## config.mk

```make
export PLATFORM = sky130hd
export DESIGN_NAME = imem_loader_flat
export DESIGN_NICKNAME = d
export VERILOG_FILES = /design/src/rtl/imem_loader_if.sv /design/src/rtl/imem_loader.sv /design/src/flat_wrapper.sv
export SDC_FILE = /design/constraint.sdc
export NUM_CORES = 1
export LEC_CHECK = 0
export ABC_CLOCK_PERIOD_IN_PS = 3700
export BUFFER_PORTS_ARGS = -buffer_cell sky130_fd_sc_hd__buf_2
export CORE_MARGIN = 2
export CORE_UTILIZATION = 50
export DETAILED_ROUTE_END_ITERATION = 10
export PLACE_DENSITY = 0.78
export SYNTH_ARGS = -nofsm -noshare
export SYNTH_HDL_FRONTEND = slang
export SYNTH_SLANG_ARGS = --single-unit
```

## constraint.sdc

```tcl
create_clock -name clk -period 3.7 [get_ports clk]
set_clock_uncertainty 0.2 [all_clocks]
set_input_delay 0 -clock clk [delete_from_list [all_inputs] [get_ports clk]]
set_output_delay 0 -clock clk [all_outputs]
set_load 0.01 [all_outputs]
```

## src/rtl/imem_loader_if.sv

```systemverilog
// Byte-stream input and instruction-memory write port of the loader.
// master = loader side, slave = stream source / memory side.
interface imem_loader_if #(
    parameter int ADDR_W = 64
);
    logic              in_valid;
    logic [7:0]        in_data;
    logic              in_ready;
    logic              mem_we;
    logic [ADDR_W-1:0] mem_addr;
    logic [7:0]        mem_wdata;

    modport master (
        input  in_valid,
        input  in_data,
        output in_ready,
        output mem_we,
        output mem_addr,
        output mem_wdata
    );

    modport slave (
        output in_valid,
        output in_data,
        input  in_ready,
        input  mem_we,
        input  mem_addr,
        input  mem_wdata
    );
endinterface

```

## src/rtl/imem_loader.sv

```systemverilog
// Boot loader: parses a length/payload/XOR-checksum byte stream and
// writes the payload into instruction memory, holding the core in reset.
module imem_loader #(
    parameter int MEM_SIZE = 4095,
    parameter int ADDR_W   = 64
) (
    input  logic                clk,
    input  logic                reset,
    input  logic                start,
    imem_loader_if.master       bus,
    output logic                busy,
    output logic                done,
    output logic                error,
    output logic [15:0]         byte_count
);

    typedef enum logic [2:0] {
        IDLE, HDR_HI, HDR_LO, DATA, CSUM, DONE, ERR
    } state_t;

    state_t      state;
    state_t      state_nx;
    logic [15:0] len;
    logic [15:0] cnt;
    logic [7:0]  csum;
    logic        acc;
    logic        idle_like;
    logic [15:0] n_hdr;

    assign acc        = bus.in_valid & bus.in_ready;
    assign idle_like  = (state == IDLE) | (state == DONE) | (state == ERR);
    assign n_hdr      = {len[15:8], bus.in_data};
    assign byte_count = cnt;

    always_ff @(posedge clk or negedge reset) begin
        if (!reset) state <= IDLE;
        else        state <= state_nx;
    end

    always_comb begin
        state_nx = state;
        unique case (state)
            IDLE, DONE, ERR: if (start) state_nx = HDR_HI;
            HDR_HI: if (acc) state_nx = HDR_LO;
            HDR_LO: begin
                if (acc) begin
                    if ({16'd0, n_hdr} > 32'(MEM_SIZE)) state_nx = ERR;
                    else if (n_hdr == 16'd0)            state_nx = CSUM;
                    else                                state_nx = DATA;
                end
            end
            DATA: if (acc && (cnt + 16'd1 == len)) state_nx = CSUM;
            CSUM: begin
                if (acc) state_nx = (bus.in_data == csum) ? DONE : ERR;
            end
            default: state_nx = IDLE;
        endcase
    end

    always_comb begin
        bus.in_ready = 1'b0;
        busy         = 1'b0;
        done         = 1'b0;
        error        = 1'b0;
        unique case (state)
            HDR_HI, HDR_LO, DATA, CSUM: begin
                bus.in_ready = 1'b1;
                busy         = 1'b1;
            end
            DONE:    done  = 1'b1;
            ERR:     error = 1'b1;
            default: ;
        endcase
    end

    // Write port is registered so memory sees a clean one-cycle strobe.
    always_ff @(posedge clk or negedge reset) begin
        if (!reset) begin
            len           <= '0;
            cnt           <= '0;
            csum          <= '0;
            bus.mem_we    <= 1'b0;
            bus.mem_addr  <= '0;
            bus.mem_wdata <= '0;
        end else begin
            bus.mem_we <= 1'b0;
            if (start && idle_like) begin
                len          <= '0;
                cnt          <= '0;
                csum         <= '0;
                bus.mem_addr <= '0;
            end
            if (acc) begin
                unique case (state)
                    HDR_HI: len[15:8] <= bus.in_data;
                    HDR_LO: len[7:0]  <= bus.in_data;
                    DATA: begin
                        bus.mem_we    <= 1'b1;
                        bus.mem_addr  <= ADDR_W'(cnt);
                        bus.mem_wdata <= bus.in_data;
                        cnt           <= cnt + 16'd1;
                        csum          <= csum ^ bus.in_data;
                    end
                    default: ;
                endcase
            end
        end
    end

endmodule

```

## src/flat_wrapper.sv

```systemverilog
// flat-port wrapper written by rule: the top's interface ports become plain ports
module imem_loader_flat 
#(
    parameter int MEM_SIZE = 4095,
    parameter int ADDR_W   = 64
)
  (clk, reset, start, busy, done, error, byte_count, bus_in_valid, bus_in_data, bus_in_ready, bus_mem_we, bus_mem_addr, bus_mem_wdata);
  imem_loader_if #(.ADDR_W(ADDR_W)) bus_i ();
  input  logic clk;
  input  logic reset;
  input  logic start;
  output logic busy;
  output logic done;
  output logic error;
  output logic [15:0] byte_count;
  input wire logic [$bits(bus_i.in_valid)-1:0] bus_in_valid;
  input wire logic [$bits(bus_i.in_data)-1:0] bus_in_data;
  output wire logic [$bits(bus_i.in_ready)-1:0] bus_in_ready;
  output wire logic [$bits(bus_i.mem_we)-1:0] bus_mem_we;
  output wire logic [$bits(bus_i.mem_addr)-1:0] bus_mem_addr;
  output wire logic [$bits(bus_i.mem_wdata)-1:0] bus_mem_wdata;
  assign bus_i.in_valid = bus_in_valid;
  assign bus_i.in_data = bus_in_data;
  assign bus_in_ready = bus_i.in_ready;
  assign bus_mem_we = bus_i.mem_we;
  assign bus_mem_addr = bus_i.mem_addr;
  assign bus_mem_wdata = bus_i.mem_wdata;
  imem_loader #(.MEM_SIZE(MEM_SIZE), .ADDR_W(ADDR_W)) u_core (.clk(clk), .reset(reset), .start(start), .bus(bus_i), .busy(busy), .done(done), .error(error), .byte_count(byte_count));
endmodule
```

# ---- After elaboration in Yosys (flattened, before gate mapping)
# Index checks and enable logic that the tools add are counted.
# W data, S select, Z words.
dict set report totals {
  inputBits 12
  ff_bits 116
  out_inout_bits 93
}
dict set report classes {
  n_mux 27
  bitwise_logic 4
  add_sub_neg 1
  magnitude_cmp 1
  n_reduce_logical 8
  eq_ne 13
}
# operator n
set op_table {}
lappend op_table {{$mux W64} 3}
lappend op_table {{$mux W16} 5}
lappend op_table {{$mux W8} 5}
lappend op_table {{$mux W3} 7}
lappend op_table {{$add A16 B1 Y16 const B} 1}
lappend op_table {{$eq A16 B16 Y1} 1}
lappend op_table {{$gt A16 B12 Y1 const B} 1}
lappend op_table {{$logic_not A16 Y1} 1}
lappend op_table {{$pmux W3 S5} 1}
lappend op_table {{$eq A3 B3 Y1 const B} 3}
lappend op_table {{$eq A8 B8 Y1} 1}
lappend op_table {{$ne A2 B1 Y1 const B} 4}
lappend op_table {{$xor A8 B8 Y8} 1}
lappend op_table {{$eq A3 B2 Y1 const B} 2}
lappend op_table {{$mux W1} 5}
lappend op_table {{$reduce_and A5 Y1} 1}
lappend op_table {{$reduce_or A4 Y1} 1}
lappend op_table {{$eq A3 B1 Y1 const B} 1}
lappend op_table {{$logic_not A3 Y1} 1}
lappend op_table {{$reduce_or A3 Y1} 1}
lappend op_table {{$logic_and A1 B1 Y1} 2}
lappend op_table {{$mux W2} 1}
lappend op_table {{$ne A2 B2 Y1 const B} 1}
lappend op_table {{$or A1 B1 Y1} 2}
lappend op_table {{other kinds (2)} 2}

# ---- Longest topological paths before layout
dict set report depth {
  word_depth 7
  depth_mapped 8
  depth_no_buf 7
}

# ---- Least setup slack after synthesis
# No wires, ideal clock.
dict set report synth_timing {
  path_type {reg2reg}
  startpoint {register u_core.cnt[1], in the netlist u_core.byte_count[1]}
  endpoint {register u_core.state[1]}
  path_stages_with_launch 9
  required_time_ns 3.364
  setup_ns 0.136
  n_path_buf 1
  period_less_slack_ns 2.768
  path_slack_ns 0.932
  t_arrival_ns 2.432
  cell_sequence {dfrtp_1 ha_1 buf_2 nand4_4 or4_2 xnor2_1 a221o_1 nor4_2 o21ai_0}
}
dict set report synth_via {
  elab_chain_cells 5
}
# element line
set synth_rtl {}
lappend synth_rtl {{start: declaration} imem_loader.sv:24} ;# logic [15:0] cnt;
lappend synth_rtl {{start signal: assignment} imem_loader.sv:101} ;# cnt <= cnt + 16'd1;
lappend synth_rtl {{$add A16 B1 Y16} imem_loader.sv:52} ;# DATA: if (acc && (cnt + 16'd1 == len)) state_nx = CSUM;
lappend synth_rtl {{$eq A16 B16 Y1} imem_loader.sv:52}
lappend synth_rtl {{$logic_and A1 B1 Y1} imem_loader.sv:52}
lappend synth_rtl {{$ne A2 B1 Y1 (no source line)} -}
lappend synth_rtl {{$reduce_and A5 Y1 (no source line)} -}
lappend synth_rtl {{end signal: assignment} imem_loader.sv:37} ;# else state <= state_nx;
lappend synth_rtl {{end: declaration} imem_loader.sv:21} ;# state_t state;
# Every way passes these cells.
# A chain may end at the register's enable or synchronous reset.

# ---- Worst setup path after layout
dict set report layout_timing {
  startpoint {register u_core.cnt[0], in the netlist u_core.byte_count[0]}
  endpoint {register u_core.state[1]}
}
# The elaborated chain is that of the path after synthesis.

==> reports/qor.csv <==
stage,metric,value,unit
critical_path,WP data required,3.88,ns
yosys,Yosys cell types,61,
detailed_routing,via count,4115,
timing,final setup vio count,0,
floorplan,Die Span Y,105,um
placed_design,dpl hpwl,8110,um
yosys,sequential share of the synthesized area,56.8,%
grt,grt total ovfl,0,
clocking,hold buffers post-CTS,12,
clocking,clock latency on the worst-skew pair,0.51,ns
worst_hold_path,Hold Crit Endpoint,u_core.state[1]$_DFFE_PN0P_,
detailed_routing,routed length per placed instance,17.1,um
timing,Sum Neg Setup Slack,0,ns
power_and_ir_drop,Peak supply drop,0.486,mV
detailed_routing,drt drc,0,
final_layout,nets,598,
clocking,clock root buffer,clkbuf_8,
yosys,Syn Area/Cell,10.8,um^2
detailed_routing,Starting DRT DRC Count,275,
timing,worst setup margin,0.621,ns
critical_path,WS Path Type,reg2reg,
yosys,number of synthesis warnings,0,
grt,vias in the first global route,4108,
final_layout,diode count,0,
job,max-cap check violation count,0,
worst_hold_path,critical hold path startpoint,start,
final_layout,share of layout cells above drive strength 1,26.4,%
worst_hold_path,worst hold path type,in2reg,
detailed_routing,drt total wl,12500,um
floorplan,Initial Util,51.8,%
power_and_ir_drop,leakage power,0.00329,uW
timing,Rel. slew slack,40.3,%
placed_design,DP Worst Slack,0.640,ns
critical_path,RR Endpoint,u_core.state[1]$_DFFE_PN0P_,
clocking,CTS HTree Levels,4,
critical_path,Critical Path AT,3.26,ns
final_layout,"commonest non-fill, non-tap cell in the layout",dfrtp_1,
grt,Overall Global Routing Usage,24.4,%
yosys,ys flop type,dfrtp_1,
clocking,CTS sink count,116,
timing,FMAX,325,MHz
clocking,CTS tree,built,
placed_design,GP Congestion,0.923,
grt,largest net degree at the start of global routing,54,
yosys,Post-Syn Nets,485,
clocking,setup bufs post-CTS,0,
detailed_routing,vias per cell,5.63,
yosys,Mapped Area,5110,um^2
floorplan,Die ar.,11100,um^2
yosys,Yosys reg bits,116,
critical_path,Crit. End Element,flip-flop,
final_layout,"commonest non-fill, non-tap cells in the layout","dfrtp_1 (116), buf_2 (103), and2_1 (51)",
floorplan,I/O pins,105,
critical_path,FF-to-FF setup slack,0.62,ns
floorplan,CORE AREA,9860,um^2
timing,time the worst path needs with I/O delays and setup,3.08,ns
critical_path,R2R depth,7,
final_layout,P&R area growth vs syn,25.8,%
yosys,Post-Synthesis Cells,472,
timing,Worst Tran Pin Value,0.894,ns
yosys,number of synthesized flops with an enable pin,0,
detailed_routing,Detail Route Antenna Nets,0,
detailed_routing,Detailed Routing Iterations Pass 1,4,
critical_path,CP max FO,9,
clocking,total CTS buffers,17,
worst_hold_path,hold depth,5,
timing,Hold Fails Final Rpt,0,
critical_path,Startpoint Class,flip-flop,
yosys,Async SR Flop Fraction,100,%
placed_design,placed cells,687,
run_status,status,finished clean,
timing,Final Cycle Share,83.2,%
timing,"Slew Viols, Final",0,
floorplan,Rows,36,
placed_design,number of port buffers,104,
floorplan,DIE WIDTH,105,um
clocking,Max clock buf depth,2,
clocking,Clock transition at path regs,0.06,ns
grt,initial antenna violation count,0,
power_and_ir_drop,Power Density,695,nW/um^2
grt,first-pass GRT wire length,21000,um
clocking,post-CTS sizing,0,
timing,hold slack,0.0208,ns
timing,RSZ-0062 raised after global routing,false,
critical_path,Worst R2R Start,u_core.byte_count[0]$_DFF_PN0_,
final_layout,Non-Filler Instances,731,
[metal layers]
layer,global-route usage (%),up-vias,part of all wire (%)
met4,11.0,0,2.9
met3,6.80,25,6.0
met2,36.8,151,46
met1,32.8,2032,45
li1,-,1907,-
met5,0,-,0
[power breakdown]
| group | total [uW] | internal, uW | switching [uW] |
|---|---|---|---|
| clock | 1630 | 1030 | 603 |
| sequential | 1680 | 1460 | 217 |
| combinational | 1160 | 470 | 692 |
| total | 4470 | 2960 | 1510 |
[layout make-up]
class	count	area [um^2]
clock inverter	14	175
inverter	4	15.0
multi-input combinational	324	2050
tap	133	166
timing repair buffer	122	706
fill	758	3430
sequential	116	2900
clock buffer	18	418
[state kept, by name (all words and copies together) (netlist names)]
name                  count
u_core.csum               8
u_core.state              3
u_core.bus.mem_addr      64
u_core.byte_count        16
u_core.bus.mem_we         1
u_core.len               16
u_core.bus.mem_wdata      8
[critical path, stage by stage (launching register included)]
cell	delay (ns)
dfrtp_1	0.51
ha_1	0.42
nand4_4	0.17
or4_2	0.73
xnor2_1	0.16
a221o_1	0.31
nor4_2	0.32
o21ai_0	0.13
[cell families (layout without fill, tap and decap cells)]
kind of cell	count (synthesis)	after routing	synth area share [%]
AOI/OAI and AO/OA	116	116	15.6
adders and majority gates	1	1	0.245
and+or+nand+nor	180	180	19.5
DFF	116	116	56.8
buffers and inverters	32	158	3.33
xor gates and xnor gates	27	27	4.62
[through the flow]
step | area, um^2 | power [uW] | util (%)
detailed placement | 5700 | 2830 | 57.8
CTS | 6430 | 4500 | 65.2
finish | 6430 | 4470 | 65.2
global route | 6430 | 4730 | 65.2
floorplan | 5110 | 2480 | -
global placement | 5700 | 2790 | 57.8
[worst max path at each step]
| stage | cells after the start | startpoint | slack, ns | endpoint |
|---|---|---|---|---|
| after floorplan | 8 | u_core.byte_count[1]$_DFF_PN0_ | 0.93 | u_core.state[1]$_DFFE_PN0P_ |
| after global placement | 7 | u_core.byte_count[0]$_DFF_PN0_ | 0.76 | u_core.state[1]$_DFFE_PN0P_ |
| after detailed placement | 7 | u_core.byte_count[0]$_DFF_PN0_ | 0.64 | u_core.state[1]$_DFFE_PN0P_ |
| after CTS | 7 | u_core.byte_count[0]$_DFF_PN0_ | 0.62 | u_core.state[1]$_DFFE_PN0P_ |
| after global routing | 7 | u_core.byte_count[0]$_DFF_PN0_ | 0.42 | u_core.state[1]$_DFFE_PN0P_ |
| final | 7 | u_core.byte_count[0]$_DFF_PN0_ | 0.62 | u_core.state[1]$_DFFE_PN0P_ |
[synthesized netlist by cell type, drive strengths merged (8+ instances only)]
cell	instances	area [um^2]
o31ai	8	60.1
nand3	10	55.1
clkbuf	19	101
a22o	33	290
nor2	29	109
buf	9	53.8
a21oi	8	40.0
xnor2	18	158
nand2	44	165
o21ai	45	225
and2	52	325
xor2	9	78.8
dfrtp	116	2900
Note: power is estimated with default switching activity, not from simulation.
